**src/rtl/mem_arbiter_if.sv**
```systemverilog
// Requester and memory-port signals shared by mem_arbiter and its environment.
// slave: arbiter side; master: requesters plus memory side.
interface mem_arbiter_if #(
    parameter int ADDR_W = 8,
    parameter int DATA_W = 8
);
    logic              if_req;
    logic [ADDR_W-1:0] if_addr;
    logic              if_ack;
    logic              if_rsp_valid;
    logic [DATA_W-1:0] if_rdata;

    logic              d_req;
    logic              d_we;
    logic [ADDR_W-1:0] d_addr;
    logic [DATA_W-1:0] d_wdata;
    logic              d_ack;
    logic              d_rsp_valid;
    logic [DATA_W-1:0] d_rdata;

    logic              mem_write;
    logic [ADDR_W-1:0] mem_addr;
    logic [DATA_W-1:0] mem_wdata;
    logic [DATA_W-1:0] mem_rdata;

    modport slave (
        input  if_req, if_addr, d_req, d_we, d_addr, d_wdata, mem_rdata,
        output if_ack, if_rsp_valid, if_rdata, d_ack, d_rsp_valid, d_rdata,
        output mem_write, mem_addr, mem_wdata
    );

    modport master (
        output if_req, if_addr, d_req, d_we, d_addr, d_wdata, mem_rdata,
        input  if_ack, if_rsp_valid, if_rdata, d_ack, d_rsp_valid, d_rdata,
        input  mem_write, mem_addr, mem_wdata
    );
endinterface

```
**src/rtl/mem_arbiter.sv**
```systemverilog
// Fetch/data arbiter and sequencer for a single-port memory with registered read data.
// Define MEM_ARB_FIXED_PRIO_EN to give the data port fixed priority instead of round-robin.
module mem_arbiter #(
    parameter int ADDR_W = 8,
    parameter int DATA_W = 8
) (
    input  logic          clk,
    input  logic          rst_n,
    mem_arbiter_if.slave  bus,
    output logic          busy
);
    typedef enum logic [1:0] {IDLE, ACCESS, RESP} state_t;

    state_t            state, state_nxt;
    logic              grant;
    logic              grant_data;
    logic              acc_id;     // 0 = fetch, 1 = data
    logic              acc_we;
    logic [ADDR_W-1:0] acc_addr;
    logic [DATA_W-1:0] acc_wdata;

    assign grant = bus.if_req | bus.d_req;

`ifdef MEM_ARB_FIXED_PRIO_EN
    assign grant_data = bus.d_req;
`else
    logic last_grant;   // id of the most recent winner; reset to data so fetch wins the first tie

    always_ff @(posedge clk or negedge rst_n) begin
        if (!rst_n) begin
            last_grant <= 1'b1;
        end else if (state == IDLE && grant) begin
            last_grant <= grant_data;
        end
    end

    assign grant_data = bus.d_req & (~bus.if_req | ~last_grant);
`endif

    always_ff @(posedge clk or negedge rst_n) begin
        if (!rst_n) begin
            state     <= IDLE;
            acc_id    <= 1'b0;
            acc_we    <= 1'b0;
            acc_addr  <= '0;
            acc_wdata <= '0;
        end else begin
            state <= state_nxt;
            if (state == IDLE && grant) begin
                acc_id   <= grant_data;
                acc_we   <= grant_data & bus.d_we;
                acc_addr <= grant_data ? bus.d_addr : bus.if_addr;
                if (grant_data) begin
                    acc_wdata <= bus.d_wdata;
                end
            end
        end
    end

    always_comb begin
        state_nxt = state;
        case (state)
            IDLE:    if (grant) state_nxt = ACCESS;
            ACCESS:  state_nxt = RESP;
            RESP:    state_nxt = IDLE;
            default: state_nxt = IDLE;
        endcase
    end

    // Memory port follows the access registers, so address/data hold between accesses.
    assign bus.mem_addr  = acc_addr;
    assign bus.mem_wdata = acc_wdata;
    assign bus.mem_write = (state == ACCESS) & acc_we;

    assign bus.if_ack       = (state == ACCESS) & ~acc_id;
    assign bus.d_ack        = (state == ACCESS) &  acc_id;
    assign bus.if_rsp_valid = (state == RESP)   & ~acc_id;
    assign bus.d_rsp_valid  = (state == RESP)   &  acc_id;
    assign bus.if_rdata     = (state == RESP && !acc_id) ? bus.mem_rdata : '0;
    assign bus.d_rdata      = (state == RESP &&  acc_id) ? bus.mem_rdata : '0;

    assign busy = (state != IDLE);
endmodule

```
**src/flat_wrapper.sv**
```systemverilog
// flat-port wrapper written by rule: the top's interface ports become plain ports
module mem_arbiter_flat 
#(
    parameter int ADDR_W = 8,
    parameter int DATA_W = 8
)
  (clk, rst_n, busy, bus_if_req, bus_if_addr, bus_d_req, bus_d_we, bus_d_addr, bus_d_wdata, bus_mem_rdata, bus_if_ack, bus_if_rsp_valid, bus_if_rdata, bus_d_ack, bus_d_rsp_valid, bus_d_rdata, bus_mem_write, bus_mem_addr, bus_mem_wdata);
  mem_arbiter_if #(.ADDR_W(ADDR_W), .DATA_W(DATA_W)) bus_i ();
  input  logic clk;
  input  logic rst_n;
  output logic busy;
  input wire logic [$bits(bus_i.if_req)-1:0] bus_if_req;
  input wire logic [$bits(bus_i.if_addr)-1:0] bus_if_addr;
  input wire logic [$bits(bus_i.d_req)-1:0] bus_d_req;
  input wire logic [$bits(bus_i.d_we)-1:0] bus_d_we;
  input wire logic [$bits(bus_i.d_addr)-1:0] bus_d_addr;
  input wire logic [$bits(bus_i.d_wdata)-1:0] bus_d_wdata;
  input wire logic [$bits(bus_i.mem_rdata)-1:0] bus_mem_rdata;
  output wire logic [$bits(bus_i.if_ack)-1:0] bus_if_ack;
  output wire logic [$bits(bus_i.if_rsp_valid)-1:0] bus_if_rsp_valid;
  output wire logic [$bits(bus_i.if_rdata)-1:0] bus_if_rdata;
  output wire logic [$bits(bus_i.d_ack)-1:0] bus_d_ack;
  output wire logic [$bits(bus_i.d_rsp_valid)-1:0] bus_d_rsp_valid;
  output wire logic [$bits(bus_i.d_rdata)-1:0] bus_d_rdata;
  output wire logic [$bits(bus_i.mem_write)-1:0] bus_mem_write;
  output wire logic [$bits(bus_i.mem_addr)-1:0] bus_mem_addr;
  output wire logic [$bits(bus_i.mem_wdata)-1:0] bus_mem_wdata;
  assign bus_i.if_req = bus_if_req;
  assign bus_i.if_addr = bus_if_addr;
  assign bus_i.d_req = bus_d_req;
  assign bus_i.d_we = bus_d_we;
  assign bus_i.d_addr = bus_d_addr;
  assign bus_i.d_wdata = bus_d_wdata;
  assign bus_i.mem_rdata = bus_mem_rdata;
  assign bus_if_ack = bus_i.if_ack;
  assign bus_if_rsp_valid = bus_i.if_rsp_valid;
  assign bus_if_rdata = bus_i.if_rdata;
  assign bus_d_ack = bus_i.d_ack;
  assign bus_d_rsp_valid = bus_i.d_rsp_valid;
  assign bus_d_rdata = bus_i.d_rdata;
  assign bus_mem_write = bus_i.mem_write;
  assign bus_mem_addr = bus_i.mem_addr;
  assign bus_mem_wdata = bus_i.mem_wdata;
  mem_arbiter #(.ADDR_W(ADDR_W), .DATA_W(DATA_W)) u_core (.clk(clk), .rst_n(rst_n), .bus(bus_i), .busy(busy));
endmodule
```
**config.mk**
```make
export PLATFORM = sky130hd
export DESIGN_NAME = mem_arbiter_flat
export DESIGN_NICKNAME = d
export VERILOG_FILES = /design/src/rtl/mem_arbiter_if.sv /design/src/rtl/mem_arbiter.sv /design/src/flat_wrapper.sv
export SDC_FILE = /design/constraint.sdc
export NUM_CORES = 1
export LEC_CHECK = 0
export ABC_AREA = 0
export BUFFER_PORTS_ARGS = -buffer_cell sky130_fd_sc_hd__buf_2
export CAP_MARGIN = 25
export CORE_MARGIN = 2
export CORE_UTILIZATION = 35
export DETAILED_ROUTE_END_ITERATION = 10
export MAX_ROUTING_LAYER = met4
export PLACE_DENSITY = 0.81
export SLEW_MARGIN = 20
export SYNTH_ARGS = -nofsm -noshare
export SYNTH_HDL_FRONTEND = slang
export SYNTH_SLANG_ARGS = --single-unit
```
**constraint.sdc**
```tcl
create_clock -name clk -period 3.2 [get_ports clk]
set_clock_uncertainty 0.2 [all_clocks]
set_input_delay 0 -clock clk [delete_from_list [all_inputs] [get_ports clk]]
set_output_delay 0 -clock clk [all_outputs]
set_load 0.02 [all_outputs]
```
; After elaboration in Yosys (flattened, before gate mapping)
; Index checks and enable logic that the tools add are counted.
[word_totals]
register_bits = 21
input_bits = 37
output_inout_bits = 38
elab_cells = 33
[op_classes]
eq_ne = 3
muxes = 5
n_bitwise = 12
reduce_logical = 7
[ops]
columns = op, n
row1 = $mux W8, 3
row2 = $and A1 B1 Y1, 7
row3 = $pmux W2 S2, 1
row4 = $logic_and A1 B1 Y1, 3
row5 = $not A1 Y1, 3
row6 = $eq A2 B1 Y1 const B, 1
row7 = $eq A2 B2 Y1 const B, 1
row8 = $logic_not A2 Y1, 1
row9 = $mux W2, 1
row10 = $ne A2 B1 Y1 const B, 1
row11 = $or A1 B1 Y1, 2
row12 = $reduce_and A2 Y1, 1
row13 = $reduce_bool A2 Y1, 1
row14 = $logic_not A1 Y1, 1

; Depth between registers and ports, before layout
; Gate-level depths: netlist of the first run.
[depth]
ltp_word = 4
mapped_depth = 5
depth_no_buf = 3

; Worst setup path after synthesis of the first run
; Ideal clock, no wire load.
[synth_timing]
path_type = register -> output
start = reg u_core.acc_id
end = out bus_if_rdata[0]
arrival_ns = 1.547
required_time_ns = 3.000
path_slack_ns = 1.453
path_stages_with_launch = 3
path_cell_list = dfrtp_1 -> nor3b_1 -> and2_1
[synth_between]
elab_chain_len = 3
[synth_lines]
columns = item, line
row1 = "start, declared", mem_arbiter.sv:17  ; logic acc_id;
row2 = "start signal, assigned", mem_arbiter.sv:50  ; acc_id <= grant_data;
row3 = $logic_not A1 Y1, mem_arbiter.sv:79  ; assign bus.if_rdata = (state == RESP && !acc_id) ? bus.mem_rdata : '0;
row4 = $logic_and A1 B1 Y1, mem_arbiter.sv:79
row5 = $mux W8, mem_arbiter.sv:79
row6 = "end, declared", flat_wrapper.sv:21  ; output wire logic [$bits(bus_i.if_rdata)-1:0] bus_if_rdata;
; No other way between the ends.

; Worst setup path in the final report of the first run
[layout_timing]
start = reg u_core.last_grant
end = reg u_core.acc_addr[1] (netlist: u_core.bus.mem_addr[1])
[layout_between]
elab_chain_len = 4
[layout_lines]
columns = item, line
row1 = "start, declared", mem_arbiter.sv:27  ; logic last_grant;
row2 = "start signal, assigned", mem_arbiter.sv:33  ; last_grant <= grant_data;
row3 = $not A1 Y1, mem_arbiter.sv:37  ; assign grant_data = bus.d_req & (~bus.if_req | ~last_grant);
row4 = $or A1 B1 Y1, mem_arbiter.sv:37
row5 = $and A1 B1 Y1, mem_arbiter.sv:37
row6 = $mux W8, mem_arbiter.sv:52  ; acc_addr <= grant_data ? bus.d_addr : bus.if_addr;
row7 = "end signal, assigned", mem_arbiter.sv:52
row8 = "end, declared", mem_arbiter.sv:19  ; logic [ADDR_W-1:0] acc_addr;
; No other way between the ends.
; A chain may end at the register's enable or synchronous reset.

==> flow_summary.ini, run 1 <==
[synthesis]
syn_inst = 79
async_flop_share_pct = 100.0
synth-adder-area-share_pct = 0
synthesis.nets = 116
synth_top_family_by_area = multiplexers
synth_edf_count = 0
yosys.area_share.xor_xnor_pct = 0
synthMuxAreaShare_pct = 26.41
synth_top_area_cell = dfrtp_1
seq_area_frac_synth_pct = 51.47
ys_top_cells_by_count = mux2_2, dfrtp_1, and2_1
synth_warnings = 0
synth_top_area_share_pct = 48.90
synthSimpleGateAreaFrac_pct = 15.04
synthTopCellsByArea = dfrtp_1, mux2_2, and2_1, mux2_1, dfstp_2
synth.most_common_cell = mux2_2
ys_ff_latch = 21
ys_types = 19
avgSynthCellArea_um2 = 12.96
synth_compound_area_share_pct = 4.034
synth.cell_area_um2 = 1023
yosys_most_used_dff = dfrtp_1

[routing]
drt_pass1_iterations = 4
drt_wl_total_um = 3111
vias = 1033
antenna_left = 0
route.detailed.drc = 0
wl_per_cell_um = 14.67
drtIter0Drc = 16
viasPerCell = 4.873

[placed_design]
dp.cells = 180
dp_slack_ps = 1091
dp_hpwl_um = 1867
port_buffers = 74
place.gp.congestion = 0.6530

[cells_and_area]
layout-drive-gt1-share_pct = 55.80
synthToLayoutAreaGrowth_pct = 67.36
diodes = 0
stdcell_count = 212
nNetsFinal = 219

[power_and_ir_drop]
power.leakage_nw = 0.9085
p_comb_share_pct = 55.2
power.switching_uw = 574.3
p_seq_share_pct = 35.5
intPower_uw = 786.2
clockPowerShare_pct = 9.3
p_sw_share_pct = 42.21
pwr_density_cell_nw_per_um2 = 794.3
peakVddDrop_v = 0.0005874

[die]
start_util_pct = 37.11
dieHeight_um = 58.08
core-area_um2 = 2758
fp.dieW_um = 58.08
ioPinCount = 75
dieArea_um2 = 3373
placementRows = 19

[timing]
setup_viol = 0
rsz0062_at_grt = no
hold_viol = 0
slew_violations = 0
finalCritPeriodShare_pct = 75.09
worstMarginPinSlew_ps = 977.6
layout_min_cycle_time_ps = 2403
slew_headroom_pct = 34.69
clock.fmax_mhz = 416.1
fin_ws_ps = 797.0
tns_ps = 0
holdWs_ps = 37.48

[grt]
grt_pass1_wl_um = 4823
antenna_found_initial = 0
first_global_vias = 1033
grt_max_degree = 21
overflow = 0
track_usage_pct = 19.43

[clock_network]
cts_max_level = 1
cts_tree = built
cts-root-buf = clkbuf_4
cts_sinks = 21
cts_max_path_buffers = 2
worstSkewPairLatency_ps = 300
clk_pin_slew_ps = 120
cts_made_buffers = 3
post-cts-setup-buffers = 0
cts-resized-gates = 0
postCtsHoldBufs = 28

[worst_setup_path]
cp-end-kind = register
cp-start-kind = register
worstPathMaxFanout = 9
cp.arrival_ps = 2400
crit_required_ps = 3200
setup.worst_path.class = register to register

[status]
status = finished, final reports clean

[hold_path]
hold_class = primary input to register

[flow_run]
max-cap-violations = 0
-- state kept, by name, indices dropped and copies added (netlist names) --
signal / flops
u_core.bus.mem_addr: 8
u_core.acc_we: 1
u_core.acc_id: 1
u_core.state: 2
u_core.bus.mem_wdata: 8
u_core.last_grant: 1
-- worst max-delay path, cell delays in order, from the launching register on --
cell and delay [ps]:
dfstp_2 550, a21bo_1 340, mux2_2 380, dlygate4sd3_1 550, mux2_2 270
-- cells by family (layout without fill, tap and decap cells) --
family,Yosys count,count (layout)
muxes,24,24
DFF,21,21
and+or+nand+nor,24,24
buffers and inverters,5,107
AOI/OAI and AO/OA,5,5
-- cell type report --
type / count / area [um^2]
Clock buffer: 3 / 22.52
Clock inverter: 1 / 5.005
Fill cell: 193 / 1045
Inverter: 1 / 3.754
Multi-Input combinational cell: 53 / 465.4
Sequential cell: 21 / 526.8
Tap cell: 31 / 38.79
Timing Repair Buffer: 102 / 650.6
-- path summary, 6_finish.rpt --
check / start / endpoint / slack [ps] / cells past startpoint
hold reg to reg: u_core.bus.mem_wdata[3] / u_core.bus.mem_wdata[3] / 310 / 1
setup reg to reg: u_core.last_grant / u_core.bus.mem_addr[1] / 800 / 4
setup / recovery: u_core.last_grant / u_core.bus.mem_addr[1] / 800 / 4
min in group asynchronous: rst_n / u_core.last_grant / 550 / 3
max in group asynchronous: rst_n / u_core.acc_we / 970 / 4
hold / removal: bus_if_req / u_core.state[0] / 40 / 3
-- per-stage QoR --
stage | instance area, um^2 | total power [mW] | util (%)
final | 1713 | 1.361 | 62.11
after global routing | 1713 | 1.435 | 62.11
after CTS | 1713 | 1.338 | 62.11
after detailed placement | 1405 | 1.179 | 50.95
after global placement | 1405 | 1.156 | 50.95
after floorplan | 1023 | 0.9630 | -
-- power groups by stage --
stage | logic [mW] | registers, mW | clock network [mW]
floorplan | 0.361 | 0.602 | 0
global placement | 0.684 | 0.471 | 0
detailed placement | 0.700 | 0.479 | 0
CTS | 0.738 | 0.476 | 0.124
global route | 0.797 | 0.500 | 0.139
finish | 0.751 | 0.483 | 0.126
-- per-layer routing --
layer  wire length (um)  vias up  track usage (%)
li1                   -      470                -
met1               1207      499            21.73
met2               1627       62            36.04
met3                265        2            2.009
met4                 10        0            5.980
met5                  0        -                -
-- cell usage in the layout, fill, tap and decap left out --
master	n
nor3b_1	1
o21bai_1	1
mux2_2	21
and3b_1	1
mux2_1	3
inv_1	1
nor2b_1	2
or2_4	1
clkbuf_4	3
a22o_1	1
dlygate4sd3_1	28
and2_1	18
nor2_1	1
buf_2	74
clkinv_2	1
dfstp_2	1
a21bo_1	1
a21o_1	2
dfrtp_1	20
Power figures use the tool's default switching activity.
==> run 2: changes to the inputs <==
- ABC_AREA: 0 -> 1
- clock period: 3.2 -> 2 ns (I/O delays scaled with it)
==> flow_summary.ini, run 2 <==
[clock_network]
cts_tree = built
cts-resized-gates = 0
cts_max_level = 1
cts_sinks = 21
worstSkewPairLatency_ps = 290
clk_pin_slew_ps = 100
cts-root-buf = clkbuf_4
cts_max_path_buffers = 2
cts_made_buffers = 3

[routing]
drtIter0Drc = 31
route.detailed.drc = 0
wl_met3_um = 200
topRoutingLayerUsed = met4
viasPerCell = 4.407
drt_pass1_iterations = 4
wl_per_cell_um = 10.94
met2WireLength_um = 1606
met1_length_um = 1313
antenna_left = 0
drt_wl_total_um = 3337
vias = 1344

[timing]
slew_violations = 0
holdWs_ps = 136.5
finalCritPeriodShare_pct = 95.15
slew_headroom_pct = 42.79
tns_ps = 0
worstMarginPinSlew_ps = 855.4
rsz0062_at_grt = no
clock.fmax_mhz = 525.5
setup_viol = 0
layout_min_cycle_time_ps = 1903
hold_viol = 0

[cells_and_area]
synthToLayoutAreaGrowth_pct = 64.87
layout_common_cells = buf_2, inv_1, nand2_1, dlygate4sd3_1, nor2_1
mostFrequentLayoutCell = buf_2
nNetsFinal = 299
finalInstanceArea_um2 = 1873
diodes = 0
layout-drive-gt1-share_pct = 36.02
fill_cells = 270
ff_latch_area_um2 = 526.8
multiInputGateArea_um2 = 426.7
postLayoutCoreUtil_pct = 60.85

[synthesis]
synth.most_common_cell = inv_1
synth_warnings = 0
synth_top_area_share_pct = 44.05
synth.cell_area_um2 = 1136
async_flop_share_pct = 100.0
synthSimpleGateAreaFrac_pct = 30.51
synth_compound_area_share_pct = 7.048
yosys.area_share.xor_xnor_pct = 0
ys_top_cells_by_count = inv_1, nand2_1, nor2_1
yosys_most_used_dff = dfrtp_1
synth-adder-area-share_pct = 0
synth_top_area_cell = dfrtp_1
synth_edf_count = 0
ys_ff_latch = 21
synthMuxAreaShare_pct = 0
synthesis.nets = 192
syn_inst = 155
seq_area_frac_synth_pct = 46.37
ys_types = 16
synth_top_family_by_area = simple AND/OR/NAND/NOR gates
synthTopCellsByArea = dfrtp_1, inv_1, nand2_1, nand3_1, nor2_1
avgSynthCellArea_um2 = 7.330

[worst_setup_path]
cp-start-kind = register
cp.arrival_ps = 1890
crit_required_ps = 1980
worstPathMaxFanout = 11
setup.worst_path.class = register to register
cp-end-kind = register

[grt]
first_global_vias = 1235
grt_max_degree = 21
track_usage_pct = 18.87
antenna_found_initial = 0
grt_pass1_wl_um = 4905
overflow = 0

[die]
core-area_um2 = 3078
fp.dieW_um = 60.98
dieHeight_um = 60.98
start_util_pct = 36.91
ioPinCount = 75
dieArea_um2 = 3718
placementRows = 20

[placed_design]
place.gp.congestion = 0.8068
port_buffers = 74
dp_hpwl_um = 2084
placed_cell_area_um2 = 1536

[power_and_ir_drop]
power.leakage_nw = 1.160
peakVddDrop_v = 0.0006117
finalPower_mw = 2.176
pwr_density_cell_nw_per_um2 = 1162

[flow_run]
max-cap-violations = 0

[status]
status = finished, final reports clean

[hold_path]
hold_class = primary input to output port
==> run 2: cell types whose count changed after synthesis, moves of 3 or more <==
cell | before | now
and2_1 | 18 | 0
inv_1 | 1 | 37
inv_2 | 0 | 3
mux2_1 | 3 | 0
mux2_2 | 21 | 0
nand2_1 | 0 | 36
nand3_1 | 0 | 18
nor2_1 | 1 | 21
o21ai_2 | 0 | 8
==> run 2: per-layer routing <==
metal	global-route usage, %	up-vias
met2	32.57	76
met3	2.985	24
met4	14.60	0
met5	-	-
met1	18.74	574
li1	-	670
==> run 2: path summary, 6_finish.rpt <==
kind | start | endpoint | slack (ps) | depth (start not counted)
setup / recovery | u_core.last_grant | u_core.acc_we | 100 | 4
hold / removal | bus_mem_rdata[0] | bus_d_rdata[0] | 140 | 4
max in group asynchronous | rst_n | u_core.bus.mem_addr[6] | 360 | 3
setup reg to reg | u_core.last_grant | u_core.acc_we | 100 | 4
min in group asynchronous | rst_n | u_core.last_grant | 560 | 3
hold reg to reg | u_core.last_grant | u_core.last_grant | 270 | 2
==> run 2: kinds of logic after synthesis <==
group | Yosys count
AOI/OAI and AO/OA | 10
buffers and inverters | 44
DFF | 21
and+or+nand+nor | 80
==> run 2: stage by stage <==
stage	std cells	setup slack, ps
after global routing	305	14.65
after detailed placement	270	418.3
after floorplan	155	645.7
after CTS	305	116.7
after global placement	270	466.4
final	305	96.95
==> run 2: area by class of cell <==
cell class              count  area share [%]
well taps                  44           2.939
multi-input cells          90           22.78
repair buffers            106           36.74
flip-flops and latches     21           28.12
clock buffers               4           1.403
inverters                  40           8.016
==> run 2: power breakdown <==
group	switching [mW]	total [mW]	internal (mW)
registers	0.111	0.747	0.636
logic	0.805	1.23	0.428
clock network	0.119	0.197	0.0775
total	1.04	2.18	1.14
==> run 2: timing repair <==
action	CTS	global route
endpoints found under the hold margin	40	0
hold buffers	31	0
buffers inserted	0	0
==> run 2: critical path: stages, from the launching register on <==
cell and delay, ps:
dfstp_2 540, nand2_1 260, nand4_1 180, dlygate4sd3_1 550, o21ai_1 60
==> run 3: changes to the inputs <==
- RECOVER_POWER: unset -> 25
- clock period: 2 -> 1.6 ns (I/O delays scaled with it)
==> flow_summary.ini, run 3 (synthesis gave the netlist of run 2 again) <==
[worst_setup_path]
r2r_slack_ps = 100
ff2ff_path_depth = 6
cp.arrival_ps = 1540
setup.worst_path.class = register to register
critPathMaxStageDelay_ps = 420
crit_family = simple AND/OR/NAND/NOR gates
cp-start-kind = register
cpMostUsedCell = nand2_1
path_buf_inv = 2
crit_chain = inv_2, nand2_1, nor2_2, clkbuf_2, nand3_1, nand2_1
worstSetupStartpoint = u_core.state[0]
cp-end-kind = register
critical_path.slowest_cell = dfrtp_1
worst_r2r_startpoint = u_core.state[0]
worstPathMaxFanout = 11
regToRegEndpoint = u_core.bus.mem_addr[3]
crit_required_ps = 1640

[timing]
clock.fmax_mhz = 668.0
finalCritPeriodShare_pct = 93.56
setup_viol = 0
hold_viol = 0
slew_headroom_pct = 67.32
layout_min_cycle_time_ps = 1497
slew_violations = 0
worstMarginPinSlew_ps = 490.2
fin_ws_ps = 103.0
rsz0062_at_grt = no
tns_ps = 0

[cells_and_area]
mostFrequentLayoutCell = buf_2
postLayoutCoreUtil_pct = 60.85
layout_common_cells = buf_2, inv_1, nand2_1, dlygate4sd3_1, nor2_1
nNetsFinal = 298
diodes = 0
synthToLayoutAreaGrowth_pct = 64.87
stdcell_count = 304
layout-drive-gt1-share_pct = 32.69

[routing]
drt_pass1_iterations = 5
drt_wl_total_um = 3169
drtIter0Drc = 22
viasPerCell = 4.313
wl_per_cell_um = 10.42
route.detailed.drc = 0
antenna_left = 0
vias = 1311

[placed_design]
port_buffers = 74
dp_slack_ps = 221.0
place.gp.congestion = 0.8292
dp.cells = 271
dp_hpwl_um = 2004

[die]
fp.dieW_um = 60.98
placementRows = 20
dieArea_um2 = 3718
ioPinCount = 75
start_util_pct = 36.91
core-area_um2 = 3078
dieHeight_um = 60.98

[clock_network]
post-cts-setup-buffers = 0
cts_tree = built
cts_max_path_buffers = 2
cts_made_buffers = 3
cts_max_level = 1
clk_pin_slew_ps = 110
worstSkewPairLatency_ps = 290
cts-root-buf = clkbuf_4
cts_sinks = 21

[power_and_ir_drop]
p_sw_share_pct = 49.19
clockPowerShare_pct = 9.0
p_seq_share_pct = 35.3
pwr_density_cell_nw_per_um2 = 1460
peakVddDrop_v = 0.0008681
intPower_mw = 1.390
power.leakage_nw = 1.111
p_comb_share_pct = 55.7
power.switching_mw = 1.345

[hold_path]
hp-start = bus_mem_rdata[2]
holdPathEnd = bus_d_rdata[2]
holdPathStages = 4
hold_class = primary input to output port

[grt]
grt_max_degree = 22
track_usage_pct = 17.36
grt_pass1_wl_um = 4567
first_global_vias = 1128
overflow = 0
antenna_found_initial = 0

[status]
status = finished, final reports clean

[flow_run]
max-cap-violations = 0
[run 3: repair_timing]
action	in CTS	in global routing
gates resized for setup	2	7
hold buffers	29	0
setup endpoints to repair	7	13
hold endpoints to repair	40	0
[run 3: area by class of cell]
| cell class | count | area [um^2] |
|---|---|---|
| timing repair buffer | 105 | 658.1 |
| sequential | 21 | 528.0 |
| inverter | 40 | 150.1 |
| fill | 275 | 1205 |
| clock inverter | 1 | 5.005 |
| multi-input combinational | 90 | 454.2 |
| clock buffer | 3 | 22.52 |
| tap | 44 | 55.05 |
[run 3: how the worst max path moves through the flow]
stage | to | cells past startpoint
floorplan | u_core.bus.mem_addr[0] | 6
detailed placement | u_core.acc_id | 3
global route | bus_d_ack | 4
global placement | u_core.acc_id | 3
CTS | bus_d_ack | 4
finish | u_core.bus.mem_addr[3] | 6
[run 3: tightest hold or removal path, stage by stage]
cell and delay [ps]:
buf_2 90, inv_1 50, nor2_1 40, buf_2 140
[run 3: power by group through the flow]
| stage | logic, mW | clock network [mW] | registers [mW] |
|---|---|---|---|
| after detailed placement | 1.49 | 0 | 0.946 |
| after global placement | 1.46 | 0 | 0.941 |
| after global routing | 1.67 | 0.290 | 0.990 |
| final | 1.52 | 0.245 | 0.967 |
| after CTS | 1.55 | 0.257 | 0.942 |
| after floorplan | 0.784 | 0 | 1.19 |
[run 3: per-stage QoR]
step                instance area (um^2)  total power [mW]  hold slack [ps]
global route                        1873             2.953            158.2
finish                              1873             2.735            133.5
floorplan                           1136             1.970           -495.6
detailed placement                  1544             2.431           -223.4
global placement                    1544             2.402           -223.0
CTS                                 1872             2.751            135.0
[run 3: metal layers]
metal	track usage [%]	up-vias	part of all wire (%)
met5	-	-	0
met3	2.772	16	6.9
met4	10.87	0	3.8
met1	17.40	551	39
met2	31.03	78	51
li1	-	666	-
